==> config.mk <==
export PLATFORM = sky130hd
export DESIGN_NAME = stopwatch_counter_flat
export DESIGN_NICKNAME = d
export VERILOG_FILES = /design/src/rtl/stopwatch_counter_if.sv /design/src/rtl/stopwatch_counter.sv /design/src/flat_wrapper.sv
export SDC_FILE = /design/constraint.sdc
export NUM_CORES = 1
export LEC_CHECK = 0
export CAP_MARGIN = 20
export CORE_AREA = 2 2 85 87
export CTS_BUF_LIST = sky130_fd_sc_hd__clkbuf_4
export DETAILED_ROUTE_END_ITERATION = 8
export DIE_AREA = 0 0 87 89
export SLEW_MARGIN = 20
export SYNTH_ARGS = -nofsm -noshare
export SYNTH_HDL_FRONTEND = slang
export SYNTH_SLANG_ARGS = --single-unit
==> constraint.sdc <==
create_clock -name clk -period 2.69 [get_ports clk]
set_clock_uncertainty 0.1 [all_clocks]
set_input_delay 0.4035 -clock clk [delete_from_list [all_inputs] [get_ports clk]]
set_output_delay 0.4035 -clock clk [all_outputs]
set_load 0.05 [all_outputs]
==> src/rtl/stopwatch_counter_if.sv <==
// Button/tick inputs and BCD display outputs of the stopwatch core.
// The bench or panel logic uses master; the core uses slave.
interface stopwatch_counter_if;
  logic       tick_in;
  logic       btn_start_stop;
  logic       btn_clear;
  logic       btn_lap;
  logic [3:0] min_tens;
  logic [3:0] min_ones;
  logic [3:0] sec_tens;
  logic [3:0] sec_ones;
  logic [3:0] cs_tens;
  logic [3:0] cs_ones;
  logic       running;
  logic       lap_active;
  logic       overflow;

  modport master (
    output tick_in, btn_start_stop, btn_clear, btn_lap,
    input  min_tens, min_ones, sec_tens, sec_ones, cs_tens, cs_ones,
    input  running, lap_active, overflow
  );

  modport slave (
    input  tick_in, btn_start_stop, btn_clear, btn_lap,
    output min_tens, min_ones, sec_tens, sec_ones, cs_tens, cs_ones,
    output running, lap_active, overflow
  );
endinterface

==> src/rtl/stopwatch_counter.sv <==
// Stopwatch core: synchronises tick and buttons, runs the IDLE/RUN/PAUSE
// control FSM and keeps an MM:SS.CC BCD count with a lap-freeze display.
module stopwatch_counter #(
  parameter int MAX_MIN     = 59,
  parameter int SYNC_STAGES = 2
) (
  input logic                clk,
  input logic                rst,
  stopwatch_counter_if.slave sw
);

  localparam logic [3:0] MAX_MIN_TENS = 4'(MAX_MIN / 10);
  localparam logic [3:0] MAX_MIN_ONES = 4'(MAX_MIN % 10);
  localparam int         N_IN         = 4;

  typedef enum logic [1:0] {
    ST_IDLE  = 2'd0,
    ST_RUN   = 2'd1,
    ST_PAUSE = 2'd2
  } state_t;

  state_t state_reg, state_next;

  logic [N_IN-1:0] raw_in;
  logic [N_IN-1:0] pulse;
  logic            tick_pulse, ss_pulse, clr_pulse, lap_pulse;

  // Digit index 0 = cs_ones ... 5 = min_tens.
  logic [3:0] cnt_reg  [6];
  logic [3:0] cnt_next [6];
  logic [3:0] cnt_inc  [6];
  logic [3:0] disp_reg [6];
  logic [3:0] disp_next[6];

  logic lap_reg, lap_next;
  logic ovf_reg, ovf_next;
  logic do_inc, do_clear;
  logic wrap, carry;

  assign raw_in = {sw.btn_lap, sw.btn_clear, sw.btn_start_stop, sw.tick_in};

  genvar gi;
  generate
    for (gi = 0; gi < N_IN; gi++) begin : g_sync
      logic [SYNC_STAGES-1:0] sync_reg;
      logic                   prev_reg;

      always_ff @(posedge clk) begin
        if (rst) begin
          sync_reg <= '0;
          prev_reg <= 1'b0;
        end else begin
          sync_reg <= {sync_reg[SYNC_STAGES-2:0], raw_in[gi]};
          prev_reg <= sync_reg[SYNC_STAGES-1];
        end
      end

      assign pulse[gi] = sync_reg[SYNC_STAGES-1] & ~prev_reg;
    end
  endgenerate

  assign tick_pulse = pulse[0];
  assign ss_pulse   = pulse[1];
  assign clr_pulse  = pulse[2];
  assign lap_pulse  = pulse[3];

  // Control FSM: start_stop has priority over clear in PAUSE.
  always_comb begin
    state_next = state_reg;
    do_inc     = 1'b0;
    do_clear   = 1'b0;
    lap_next   = lap_reg;
    case (state_reg)
      ST_IDLE: begin
        if (ss_pulse) state_next = ST_RUN;
      end
      ST_RUN: begin
        do_inc = tick_pulse;
        if (lap_pulse) lap_next = ~lap_reg;
        if (ss_pulse) state_next = ST_PAUSE;
      end
      ST_PAUSE: begin
        if (ss_pulse) begin
          state_next = ST_RUN;
        end else if (clr_pulse) begin
          state_next = ST_IDLE;
          do_clear   = 1'b1;
          lap_next   = 1'b0;
        end
      end
      default: state_next = ST_IDLE;
    endcase
  end

  // BCD ripple increment across all digits in a single cycle.
  always_comb begin
    cnt_inc = cnt_reg;
    wrap    = 1'b0;
    carry   = 1'b1;
    for (int i = 0; i < 4; i++) begin
      if (carry) begin
        if (cnt_reg[i] == ((i == 3) ? 4'd5 : 4'd9)) begin
          cnt_inc[i] = 4'd0;
        end else begin
          cnt_inc[i] = cnt_reg[i] + 4'd1;
          carry      = 1'b0;
        end
      end
    end
    if (carry) begin
      if (cnt_reg[5] == MAX_MIN_TENS && cnt_reg[4] == MAX_MIN_ONES) begin
        cnt_inc[4] = 4'd0;
        cnt_inc[5] = 4'd0;
        wrap       = 1'b1;
      end else if (cnt_reg[4] == 4'd9) begin
        cnt_inc[4] = 4'd0;
        cnt_inc[5] = cnt_reg[5] + 4'd1;
      end else begin
        cnt_inc[4] = cnt_reg[4] + 4'd1;
      end
    end
  end

  // The lap snapshot captures the count as it stands after this cycle's tick.
  always_comb begin
    cnt_next = cnt_reg;
    ovf_next = ovf_reg;
    if (do_clear) begin
      cnt_next = '{default: 4'd0};
      ovf_next = 1'b0;
    end else if (do_inc) begin
      cnt_next = cnt_inc;
      if (wrap) ovf_next = 1'b1;
    end
    if (!lap_next || !lap_reg) begin
      disp_next = cnt_next;
    end else begin
      disp_next = disp_reg;
    end
  end

  always_ff @(posedge clk) begin
    if (rst) begin
      state_reg <= ST_IDLE;
      cnt_reg   <= '{default: 4'd0};
      disp_reg  <= '{default: 4'd0};
      lap_reg   <= 1'b0;
      ovf_reg   <= 1'b0;
    end else begin
      state_reg <= state_next;
      cnt_reg   <= cnt_next;
      disp_reg  <= disp_next;
      lap_reg   <= lap_next;
      ovf_reg   <= ovf_next;
    end
  end

  assign sw.cs_ones    = disp_reg[0];
  assign sw.cs_tens    = disp_reg[1];
  assign sw.sec_ones   = disp_reg[2];
  assign sw.sec_tens   = disp_reg[3];
  assign sw.min_ones   = disp_reg[4];
  assign sw.min_tens   = disp_reg[5];
  assign sw.running    = (state_reg == ST_RUN);
  assign sw.lap_active = lap_reg;
  assign sw.overflow   = ovf_reg;

endmodule

==> src/flat_wrapper.sv <==
// flat-port wrapper written by rule: the top's interface ports become plain ports
module stopwatch_counter_flat 
#(
  parameter int MAX_MIN     = 59,
  parameter int SYNC_STAGES = 2
)
  (clk, rst, sw_tick_in, sw_btn_start_stop, sw_btn_clear, sw_btn_lap, sw_min_tens, sw_min_ones, sw_sec_tens, sw_sec_ones, sw_cs_tens, sw_cs_ones, sw_running, sw_lap_active, sw_overflow);
  stopwatch_counter_if sw_i ();
  input logic clk;
  input logic rst;
  input wire logic [$bits(sw_i.tick_in)-1:0] sw_tick_in;
  input wire logic [$bits(sw_i.btn_start_stop)-1:0] sw_btn_start_stop;
  input wire logic [$bits(sw_i.btn_clear)-1:0] sw_btn_clear;
  input wire logic [$bits(sw_i.btn_lap)-1:0] sw_btn_lap;
  output wire logic [$bits(sw_i.min_tens)-1:0] sw_min_tens;
  output wire logic [$bits(sw_i.min_ones)-1:0] sw_min_ones;
  output wire logic [$bits(sw_i.sec_tens)-1:0] sw_sec_tens;
  output wire logic [$bits(sw_i.sec_ones)-1:0] sw_sec_ones;
  output wire logic [$bits(sw_i.cs_tens)-1:0] sw_cs_tens;
  output wire logic [$bits(sw_i.cs_ones)-1:0] sw_cs_ones;
  output wire logic [$bits(sw_i.running)-1:0] sw_running;
  output wire logic [$bits(sw_i.lap_active)-1:0] sw_lap_active;
  output wire logic [$bits(sw_i.overflow)-1:0] sw_overflow;
  assign sw_i.tick_in = sw_tick_in;
  assign sw_i.btn_start_stop = sw_btn_start_stop;
  assign sw_i.btn_clear = sw_btn_clear;
  assign sw_i.btn_lap = sw_btn_lap;
  assign sw_min_tens = sw_i.min_tens;
  assign sw_min_ones = sw_i.min_ones;
  assign sw_sec_tens = sw_i.sec_tens;
  assign sw_sec_ones = sw_i.sec_ones;
  assign sw_cs_tens = sw_i.cs_tens;
  assign sw_cs_ones = sw_i.cs_ones;
  assign sw_running = sw_i.running;
  assign sw_lap_active = sw_i.lap_active;
  assign sw_overflow = sw_i.overflow;
  stopwatch_counter #(.MAX_MIN(MAX_MIN), .SYNC_STAGES(SYNC_STAGES)) u_core (.clk(clk), .rst(rst), .sw(sw_i));
endmodule
==> impl_metrics.py <==
metrics = {
    "run_status": {
        "status": "completed",
    },
    "sta": {
        "tightestPinTransition_ns": 0.829,
        "final.setup.tns_ns": 0,
        "grt_setup_unrepaired": "false",
        "fmax_mhz": 409,
        "finalSetupViolCount": 0,
        "fin_crit_sh_pct": 90.8,
        "period_needed_ns": 2.44,
        "relSlewSlack_pct": 44.6,
        "slew_violations": 0,
        "hold_viol": 0,
    },
    "pwr": {
        "p_leak_uw": 0.00114,
        "ir_worst_vdd_mv": 0.209,
        "powerDensity_mw_per_mm2": 482,
        "finalPower_uw": 1530,
    },
    "synthesis": {
        "async_flop_share_pct": 0,
        "synth_enable_flop_cells": 0,
        "yosys.area_share.adder_pct": 3.81,
        "syn_inst": 275,
        "syn_nets": 289,
        "synthSimpleGateAreaFrac_pct": 24.0,
        "synth.most_common_cell": "dfxtp_1",
        "synthMuxAreaShare_pct": 2.66,
        "synthTopCellsByArea": "dfxtp_1 49%, nor2b_1 5.0%, nor2_1 4.7%",
        "synth_largest_area_cell": "dfxtp_1",
        "synth_top_family_by_area": "simple AND/OR/NAND/NOR gates",
        "yosys-top-cells-count": "64 x dfxtp_1, 33 x nor2_1, 21 x nor2b_1, 13 x a21oi_1, 12 x o2bb2ai_1",
        "avgSynthCellArea_um2": 9.56,
        "yosysUniqueCellTypes": 47,
        "synth_xor_area_share_pct": 2.33,
        "yosys_warnings": 0,
        "yosysSeqAreaShare_pct": 48.7,
        "synth_seq_cells": 64,
        "synth-compound-area-share_pct": 15.3,
        "synth_area_mm2": 0.00263,
        "synth_top_area_share_pct": 48.7,
        "synth_flop_cell": "dfxtp_1",
    },
    "critical_path": {
        "critPathRequiredTime_ns": 2.92,
        "crit_type": "register to register",
        "crit_path_start": "u_core.state_reg[0]",
        "critPathMaxFanout": 12,
        "worstPathArrival_ns": 2.68,
        "endpoint": "u_core.sw.min_ones[3]",
        "timing.rr.start": "u_core.state_reg[0]",
        "r2r-end": "u_core.sw.min_ones[3]",
        "r2r_setup_slack_ns": 0.25,
        "crit_path_end_kind": "register",
        "reg2reg_depth": 7,
        "start_kind": "register",
    },
    "final_layout": {
        "register_area_mm2": 0.00128,
        "final_cells": 399,
        "area_growth_pct": 20.7,
        "design_area_mm2": 0.00318,
        "multi_input_area_mm2": 0.00127,
        "final_nets": 329,
        "final_util_pct": 47.3,
        "fillers": 647,
        "drive_above_1_share_pct": 8.78,
        "diodes": 0,
        "largest_reg_flops": 24,
    },
    "clock_tree": {
        "tritoncts": "built",
        "h-tree-depth": 3,
        "post-cts-setup-buffers": 0,
        "cts_root_buf": "clkbuf_4",
        "clock_sinks": 64,
        "cts_buffers": 9,
        "cts.path.max_buffers": 2,
        "insertion_delay_ns": 0.39,
        "cts-resized-gates": 0,
        "clk_pin_slew_ns": 0.09,
        "holdBufCountCts": 0,
    },
    "global_routing": {
        "antenna_found_initial": 0,
        "grt_pass1_wl_um": 8800,
        "grt_max_degree": 16,
        "grt_pass1_vias": 1856,
        "grt.overflow.total": 0,
        "grt_usage_pct": 14.8,
    },
    "placement": {
        "dpl.hpwl_um": 3720,
        "dpl_cell_area_mm2": 0.00307,
        "placed_cells": 384,
        "io_buffers": 32,
        "place.gp.congestion": 0.820,
    },
    "routing": {
        "wl_um": 5250,
        "wl_per_cell_um": 13.2,
        "via_per_inst": 5.05,
        "ant_nets": 0,
        "drc": 0,
        "dr.pass1.iters": 4,
        "via_count": 2016,
        "dr.first_iter.drc_count": 71,
    },
    "floorplanning": {
        "coreArea_mm2": 0.00672,
        "die_w_um": 87,
        "fp.dieH_um": 89,
        "start_util_pct": 39.1,
        "die_area_mm2": 0.00774,
        "rows": 30,
        "io_pins": 33,
    },
    "flow_run": {
        "cap_viol_max_count": 0,
    },
    "min_path": {
        "hold_class": "register to register",
    },
}
==> worst max-delay path, stage by stage, from the launching register on <==
cell and delay (ns):
dfxtp_1 0.35, inv_1 0.10, ha_1 0.24, a21boi_0 0.34, o21ai_1 0.14, nor2_1 0.64, buf_4 0.32, o22a_1 0.15
==> stage by stage <==
| stage | hold slack [ns] | worst slack, ns |
|---|---|---|
| floorplan | 0.314 | 0.159 |
| global route | 0.368 | 0.0276 |
| finish | 0.346 | 0.248 |
| detailed placement | 0.329 | 0.229 |
| CTS | 0.351 | 0.198 |
| global placement | 0.319 | 0.335 |
==> layer usage <==
metal	GRT usage [%]	up-vias	part of all wire, %
met5	0	-	0
met2	21.9	33	43
met3	3.69	7	4.2
li1	-	1060	-
met4	8.52	0	1.5
met1	19.7	916	51
==> worst min-delay path by stage <==
stage	depth (start not counted)	slack (ns)	end	start
floorplan	1	0.31	u_core.g_sync[0].sync_reg[1]	u_core.g_sync[0].sync_reg[0]
global placement	1	0.32	u_core.g_sync[2].sync_reg[1]	u_core.g_sync[2].sync_reg[0]
detailed placement	1	0.33	u_core.g_sync[3].sync_reg[1]	u_core.g_sync[3].sync_reg[0]
CTS	1	0.35	u_core.g_sync[0].sync_reg[1]	u_core.g_sync[0].sync_reg[0]
global route	1	0.37	u_core.g_sync[0].sync_reg[1]	u_core.g_sync[0].sync_reg[0]
finish	1	0.35	u_core.g_sync[0].sync_reg[1]	u_core.g_sync[0].sync_reg[0]
==> cell usage in the layout, fill, tap and decap left out, types with 5 or more instances in the layout <==
cell type,Yosys,routed
xor2_1,5,5
nand2_1,7,7
o2bb2ai_1,12,12
inv_1,11,11
ha_1,8,7
nor2b_1,21,21
o22a_1,9,9
nand3_1,7,7
clkdlybuf4s50_1,0,32
o21ai_0,10,10
buf_4,0,8
a21oi_1,13,13
nor2_1,33,33
mux2i_1,7,7
dfxtp_1,64,64
nor3_1,9,9
clkbuf_4,0,13
==> power breakdown <==
part / total [uW] / switching (uW) / internal [uW]
clock: 520 / 298 / 222
sequential: 959 / 3.63 / 955
combinational: 53.2 / 30.7 / 22.4
total: 1530 / 332 / 1200
==> cell families (layout without fill, tap and decap cells) <==
| kind of cell | after synthesis | after routing |
|---|---|---|
| AO/OA/AOI/OAI | 57 | 57 |
| XOR/XNOR | 7 | 7 |
| adder cells (fa/ha/maj) | 8 | 8 |
| buffers and inverters | 22 | 66 |
| flip-flops | 64 | 64 |
| multiplexers | 7 | 7 |
| AND/OR/NAND/NOR | 110 | 110 |
==> cell type report <==
class                   instances  share of cell area (%)
well taps                      80                    3.15
multi-input cells             189                    39.9
clock buffers                  13                    3.07
flip-flops and latches         64                    40.3
repair buffers                 40                    12.0
inverters                      11                    1.30
clock inverters                 2                   0.236
Note: power is estimated with default switching activity, not from simulation.
